## src/rtl/icache_pkg.sv

```systemverilog
// rtl/icache_pkg.sv - shared FSM encoding, NOP constant and address-split width helpers
package icache_pkg;

    localparam logic [1:0] ST_IDLE = 2'd0;
    localparam logic [1:0] ST_REQ  = 2'd1;
    localparam logic [1:0] ST_FILL = 2'd2;
    localparam logic [1:0] ST_DONE = 2'd3;

    localparam logic [31:0] NOP_INSTR = 32'h0000_0013;

    function automatic int off_width(input int words_per_line);
        return $clog2(words_per_line);
    endfunction

    function automatic int idx_width(input int lines);
        return $clog2(lines);
    endfunction

    function automatic int tag_width(input int addr_w, input int lines, input int words_per_line);
        return addr_w - $clog2(lines) - $clog2(words_per_line) - 2;
    endfunction

endpackage

```

## src/rtl/icache_refill_fsm.sv

```systemverilog
// rtl/icache_refill_fsm.sv - refill sequencer: state, beat counter, drop flag, request handshake
module icache_refill_fsm
    import icache_pkg::*;
#(
    parameter int WORDS_PER_LINE = 4,
    parameter int ADDR_W         = 32
) (
    input  logic                                  clk,
    input  logic                                  rst,
    input  logic                                  start,
    input  logic [ADDR_W-1:0]                     start_addr,
    input  logic                                  flush,
    input  logic                                  mem_req_ready,
    input  logic                                  mem_rsp_valid,
    output logic [1:0]                            state,
    output logic [off_width(WORDS_PER_LINE)-1:0]  beat,
    output logic                                  drop,
    output logic                                  mem_req_valid,
    output logic [ADDR_W-1:0]                     mem_req_addr
);

    localparam int OFF_W = off_width(WORDS_PER_LINE);

    assign mem_req_valid = (state == ST_REQ);

    always_ff @(posedge clk) begin
        if (rst) begin
            state        <= ST_IDLE;
            beat         <= '0;
            drop         <= 1'b0;
            mem_req_addr <= '0;
        end else begin
            // A flush during an active refill only poisons the line; the bus sequence still completes.
            drop <= (state != ST_IDLE) && (drop || flush);
            case (state)
                ST_IDLE: begin
                    beat <= '0;
                    if (start) begin
                        mem_req_addr <= start_addr;
                        state        <= ST_REQ;
                    end
                end
                ST_REQ: begin
                    if (mem_req_ready) begin
                        state <= ST_FILL;
                    end
                end
                ST_FILL: begin
                    if (mem_rsp_valid) begin
                        beat <= beat + OFF_W'(1);
                        if (&beat) begin
                            state <= ST_DONE;
                        end
                    end
                end
                default: begin
                    state <= ST_IDLE;
                end
            endcase
        end
    end

endmodule

```

## src/rtl/icache_responder.sv

```systemverilog
// rtl/icache_responder.sv - direct-mapped I-cache lookup and arrays; ICACHE_STATS_EN adds hit/miss counters
module icache_responder
    import icache_pkg::*;
#(
    parameter int LINES          = 16,
    parameter int WORDS_PER_LINE = 4,
    parameter int ADDR_W         = 32
) (
    input  logic              clk,
    input  logic              rst,
    input  logic              fetch_req,
    input  logic [ADDR_W-1:0] fetch_pc,
    input  logic              flush,
    output logic [31:0]       instr,
    output logic              hit,
    output logic              mem_req_valid,
    output logic [ADDR_W-1:0] mem_req_addr,
    input  logic              mem_req_ready,
    input  logic              mem_rsp_valid,
    input  logic [31:0]       mem_rsp_data
`ifdef ICACHE_STATS_EN
    ,
    output logic [31:0]       hit_cnt,
    output logic [31:0]       miss_cnt
`endif
);

    localparam int OFF_W    = off_width(WORDS_PER_LINE);
    localparam int IDX_W    = idx_width(LINES);
    localparam int TAG_W    = tag_width(ADDR_W, LINES, WORDS_PER_LINE);
    localparam int LINE_LSB = OFF_W + 2;

    logic [OFF_W-1:0]  off;
    logic [IDX_W-1:0]  idx;
    logic [TAG_W-1:0]  tag;
    logic [ADDR_W-1:0] line_base;
    logic              pc_unused;

    logic [LINES-1:0]  valid;
    logic [TAG_W-1:0]  tag_ram  [LINES];
    logic [31:0]       data_ram [LINES*WORDS_PER_LINE];

    logic [1:0]        state;
    logic [OFF_W-1:0]  beat;
    logic              drop;
    logic              miss;
    logic              beat_we;
    logic              last_beat;
    logic [IDX_W-1:0]  fill_idx;
    logic [TAG_W-1:0]  fill_tag;

    assign off       = fetch_pc[LINE_LSB-1:2];
    assign idx       = fetch_pc[LINE_LSB +: IDX_W];
    assign tag       = fetch_pc[ADDR_W-1 -: TAG_W];
    assign line_base = {fetch_pc[ADDR_W-1:LINE_LSB], {LINE_LSB{1'b0}}};
    assign pc_unused = ^fetch_pc[1:0];

    // The refill target is taken from the latched request address, so a PC redirect mid-refill is harmless.
    assign fill_idx  = mem_req_addr[LINE_LSB +: IDX_W];
    assign fill_tag  = mem_req_addr[ADDR_W-1 -: TAG_W];

    assign hit       = fetch_req && (state == ST_IDLE) && !flush && valid[idx] && (tag_ram[idx] == tag);
    assign miss      = fetch_req && (state == ST_IDLE) && !flush && !hit;
    assign instr     = hit ? data_ram[{idx, off}] : NOP_INSTR;
    assign beat_we   = (state == ST_FILL) && mem_rsp_valid;
    assign last_beat = beat_we && (&beat);

    icache_refill_fsm #(
        .WORDS_PER_LINE (WORDS_PER_LINE),
        .ADDR_W         (ADDR_W)
    ) u_refill_fsm (
        .clk            (clk),
        .rst            (rst),
        .start          (miss),
        .start_addr     (line_base),
        .flush          (flush),
        .mem_req_ready  (mem_req_ready),
        .mem_rsp_valid  (mem_rsp_valid),
        .state          (state),
        .beat           (beat),
        .drop           (drop),
        .mem_req_valid  (mem_req_valid),
        .mem_req_addr   (mem_req_addr)
    );

    // Flush wins over validation, so a flush coinciding with the last beat leaves the line invalid.
    always_ff @(posedge clk) begin
        if (rst) begin
            valid <= '0;
        end else if (flush) begin
            valid <= '0;
        end else begin
            if (miss) begin
                valid[idx] <= 1'b0;
            end
            if (last_beat && !drop) begin
                valid[fill_idx] <= 1'b1;
            end
        end
    end

    always_ff @(posedge clk) begin
        if (beat_we) begin
            data_ram[{fill_idx, beat}] <= mem_rsp_data;
        end
        if (last_beat) begin
            tag_ram[fill_idx] <= fill_tag;
        end
    end

`ifdef ICACHE_STATS_EN
    always_ff @(posedge clk) begin
        if (rst) begin
            hit_cnt  <= '0;
            miss_cnt <= '0;
        end else begin
            if (hit) begin
                hit_cnt <= hit_cnt + 32'd1;
            end
            if (miss) begin
                miss_cnt <= miss_cnt + 32'd1;
            end
        end
    end
`endif

endmodule

```

## config.mk

```make
export PLATFORM = sky130hd
export DESIGN_NAME = icache_responder
export DESIGN_NICKNAME = d
export VERILOG_FILES = /design/src/rtl/icache_pkg.sv /design/src/rtl/icache_refill_fsm.sv /design/src/rtl/icache_responder.sv
export SDC_FILE = /design/constraint.sdc
export NUM_CORES = 2
export LEC_CHECK = 0
export BUFFER_PORTS_ARGS = -buffer_cell sky130_fd_sc_hd__buf_2
export CELL_PAD_IN_SITES_DETAIL_PLACEMENT = 2
export CELL_PAD_IN_SITES_GLOBAL_PLACEMENT = 2
export CORE_AREA = 3 3 349 696
export CTS_CLUSTER_DIAMETER = 50
export DETAILED_ROUTE_END_ITERATION = 16
export DIE_AREA = 0 0 352 699
export PLACE_DENSITY_LB_ADDON = 0.1
export SYNTH_ARGS = -nofsm -noshare
export SYNTH_HDL_FRONTEND = slang
export SYNTH_HIERARCHICAL = 1
export SYNTH_SLANG_ARGS = --single-unit
export TNS_END_PERCENT = 50
```

## constraint.sdc

```tcl
create_clock -name clk -period 4.4 [get_ports clk]
set_clock_uncertainty 0.2 [all_clocks]
set_input_delay 0.66 -clock clk [delete_from_list [all_inputs] [get_ports clk]]
set_output_delay 0.66 -clock clk [all_outputs]
set_load 0.01 [all_outputs]
```

==> metrics <==
Final Max Slew Viols 0; Layout area overhead 18.50%; clk_lat worst skew 910 ps; CTS tree done; clk sink count 2485; CP Data Arrival Time 3990 ps; die height 699 um; setup ws final -453.4 ps; CP cell instances buf_8 -> buf_4 -> buf_6 -> mux4_2 -> nand2_1 -> nand4_1 -> a211oi_1 -> nand4_1 -> nand4b_4 -> buf_12 -> buf_12 -> buf_8 -> nor2_2 -> buf_2; synth warn 6; Slew @ Worst Pin 1276 ps; largest net degree at the start of global routing 65; Mapped Cells 4219; ys async rst share 0%; Placed Area 104600 um2; drt drc 0; WL/cell 42.17 um; sequential fraction of the synthesis area 77.99%; number of nets still failing antenna checks after routing 0; die width 352 um; final hold vios 0; grt total ovfl 0; critical path's slowest cell mux4_2; Clock Tree Root clkbuf_16; final total power 49.54 mW; synth top area cells edfxtp_1 77%, mux4_2 15%, dfxtp_1 1.1%; clk slew on worst S/H paths 60 ps; crit-path max cell delay 620 ps; crit share post-route 110.3%; most numerous cell in the Yosys netlist edfxtp_1; antenna violations before repair 14; Core Util, Final 47.35%; initial DRC count 5111; Max Cap Viol 0; Max Clk Rate 206.0 MHz; Mapped Area 95000 um2; Boundary Pins 136; CTS Buf Count 232; Starting Density 39.96%; Hold Path Class primary input to flip-flop; final WL 348.9 mm; first-pass GRT wire length 475.4 mm; Post-synth EDFFs 2432; distinct cell type count after synthesis 72; total track usage 28.29%; worst vdd ir 0.3018 mV; RD Place Congestion 0.8584; failing checks setup timing; Leak 35.69 nW; Synth area leader edfxtp_1; vias in the first global route 54143; DP HPWL 217.5 mm; unrepaired setup endpoints after global routing yes; die area 246000 um2; num rows 253; post-route cell area 112600 um2; Setup Viol. Count Final 33; register bit total from synthesis 2485; routed via count 49936; status complete, but fails checks; share of cells above drive strength 1 34.63%; worst-case clock buffer depth 4; Max Fanout on Critical Path 19; Fin Hold WS 183.4 ps; Crit Path Class primary input to primary output; final setup TNS -11820 ps; H-Tree Depth 4; Critical Path End Type primary output; post-synth top area share 76.88%; Nets 4978; CORE AREA 237700 um2; Data required, critical path 3540 ps; startpoint class of the critical path primary input; TritonRoute pass-1 iters 6; Min Clock Period, post-route 4853 ps; prevailing post-synth register cell edfxtp_1; synth cell count leaders 2432 x edfxtp_1, 638 x mux4_2, 146 x nor2_1; syn avg cell area 22.52 um2; Slew HR 14.93%; Power Density 440.1 nW/um2; Port Buf Inserts 133; via/cell ratio 6.035
[cell type report]
cell class	instances	area, um2
Clock buffer	277	6038
Tap cell	3187	3988
Antenna cell	5	12.51
Sequential cell	2485	74090
Fill cell	20914	125200
Clock inverter	137	1289
Multi-Input combinational cell	1492	20610
Inverter	19	76.32
Timing Repair Buffer	672	6467
[what timing repair did]
action	CTS	global route
pin swaps	21	5
cloned	2	0
endpoints found under the setup margin	67	33
hold buffers	26	0
buffers inserted	6	0
resized for setup	50	26
endpoints found under the hold margin	27	0
[where the power goes]
group	total, mW	switching [mW]	internal [mW]
logic	2.99	1.83	1.16
clock network	20.2	9.08	11.1
registers	26.4	0.221	26.1
total	49.5	11.1	38.4
[cell families (layout without fill, tap and decap cells)]
logic type	count (synthesis)	in the layout	share of synthesized area, %
flops	2485	2485	77.99
mux	749	749	16.32
simple gates	386	386	1.868
compound gates	325	325	2.281
buf+inv	245	1105	1.251
xor+xnor	22	22	0.2028
fa+ha+maj	6	6	0.07902
other cells	1	9	0.003947
[state kept, by name, summed over array words and instances (netlist names)]
name / flops
valid: 16
data_ram: 2048
u_refill_fsm/beat: 2
u_refill_fsm/mem_req_addr: 32
u_refill_fsm/state: 2
tag_ram: 384
u_refill_fsm/drop: 1
[final timing paths]
check	startpoint	end	slack (ps)	cells after the start
setup / recovery	fetch_pc[4]	instr[18]	-450	14
hold reg to reg	u_refill_fsm/mem_req_addr[3]	u_refill_fsm/mem_req_addr[3]	260	2
setup reg to reg	tag_ram[15][18]	u_refill_fsm/state[0]	450	16
hold / removal	rst	valid[13]	180	4
[critical path, delay by kind of cell]
family | cells | cell delay (ps)
simple gates | 5 | 730
buf+inv | 7 | 1520
mux | 1 | 620
compound gates | 1 | 410
[routing by layer]
layer  routed length, um  share of wire (%)  global-route usage [%]  up-vias
li1                    -                  -                       -    19282
met1              123800                 35                   32.52    28116
met2              190000                 54                   52.63     1884
met3               16410                4.7                   3.391      650
met4               18620                5.3                   12.53        4
met5                  27             0.0077                       0        -
[layout by cell type, fill, tap and decap left out, types with 42 or more instances in the layout]
master	n
a21oi_1	46
buf_12	122
buf_2	116
buf_4	384
clkbuf_1	42
clkbuf_16	235
clkinv_1	55
dfxtp_1	53
edfxtp_1	2432
mux2i_1	89
mux4_2	638
nand2_1	115
nor2_1	49
nor2_4	92
o22ai_1	136
[per-stage QoR]
stage,instances,worst slack (ps)
floorplan,4222,384.9
global placement,7829,-1144
detailed placement,7829,-1092
CTS,8270,-626.4
global route,8272,-608.2
finish,8274,-453.4
(Power assumes the default switching activity.)
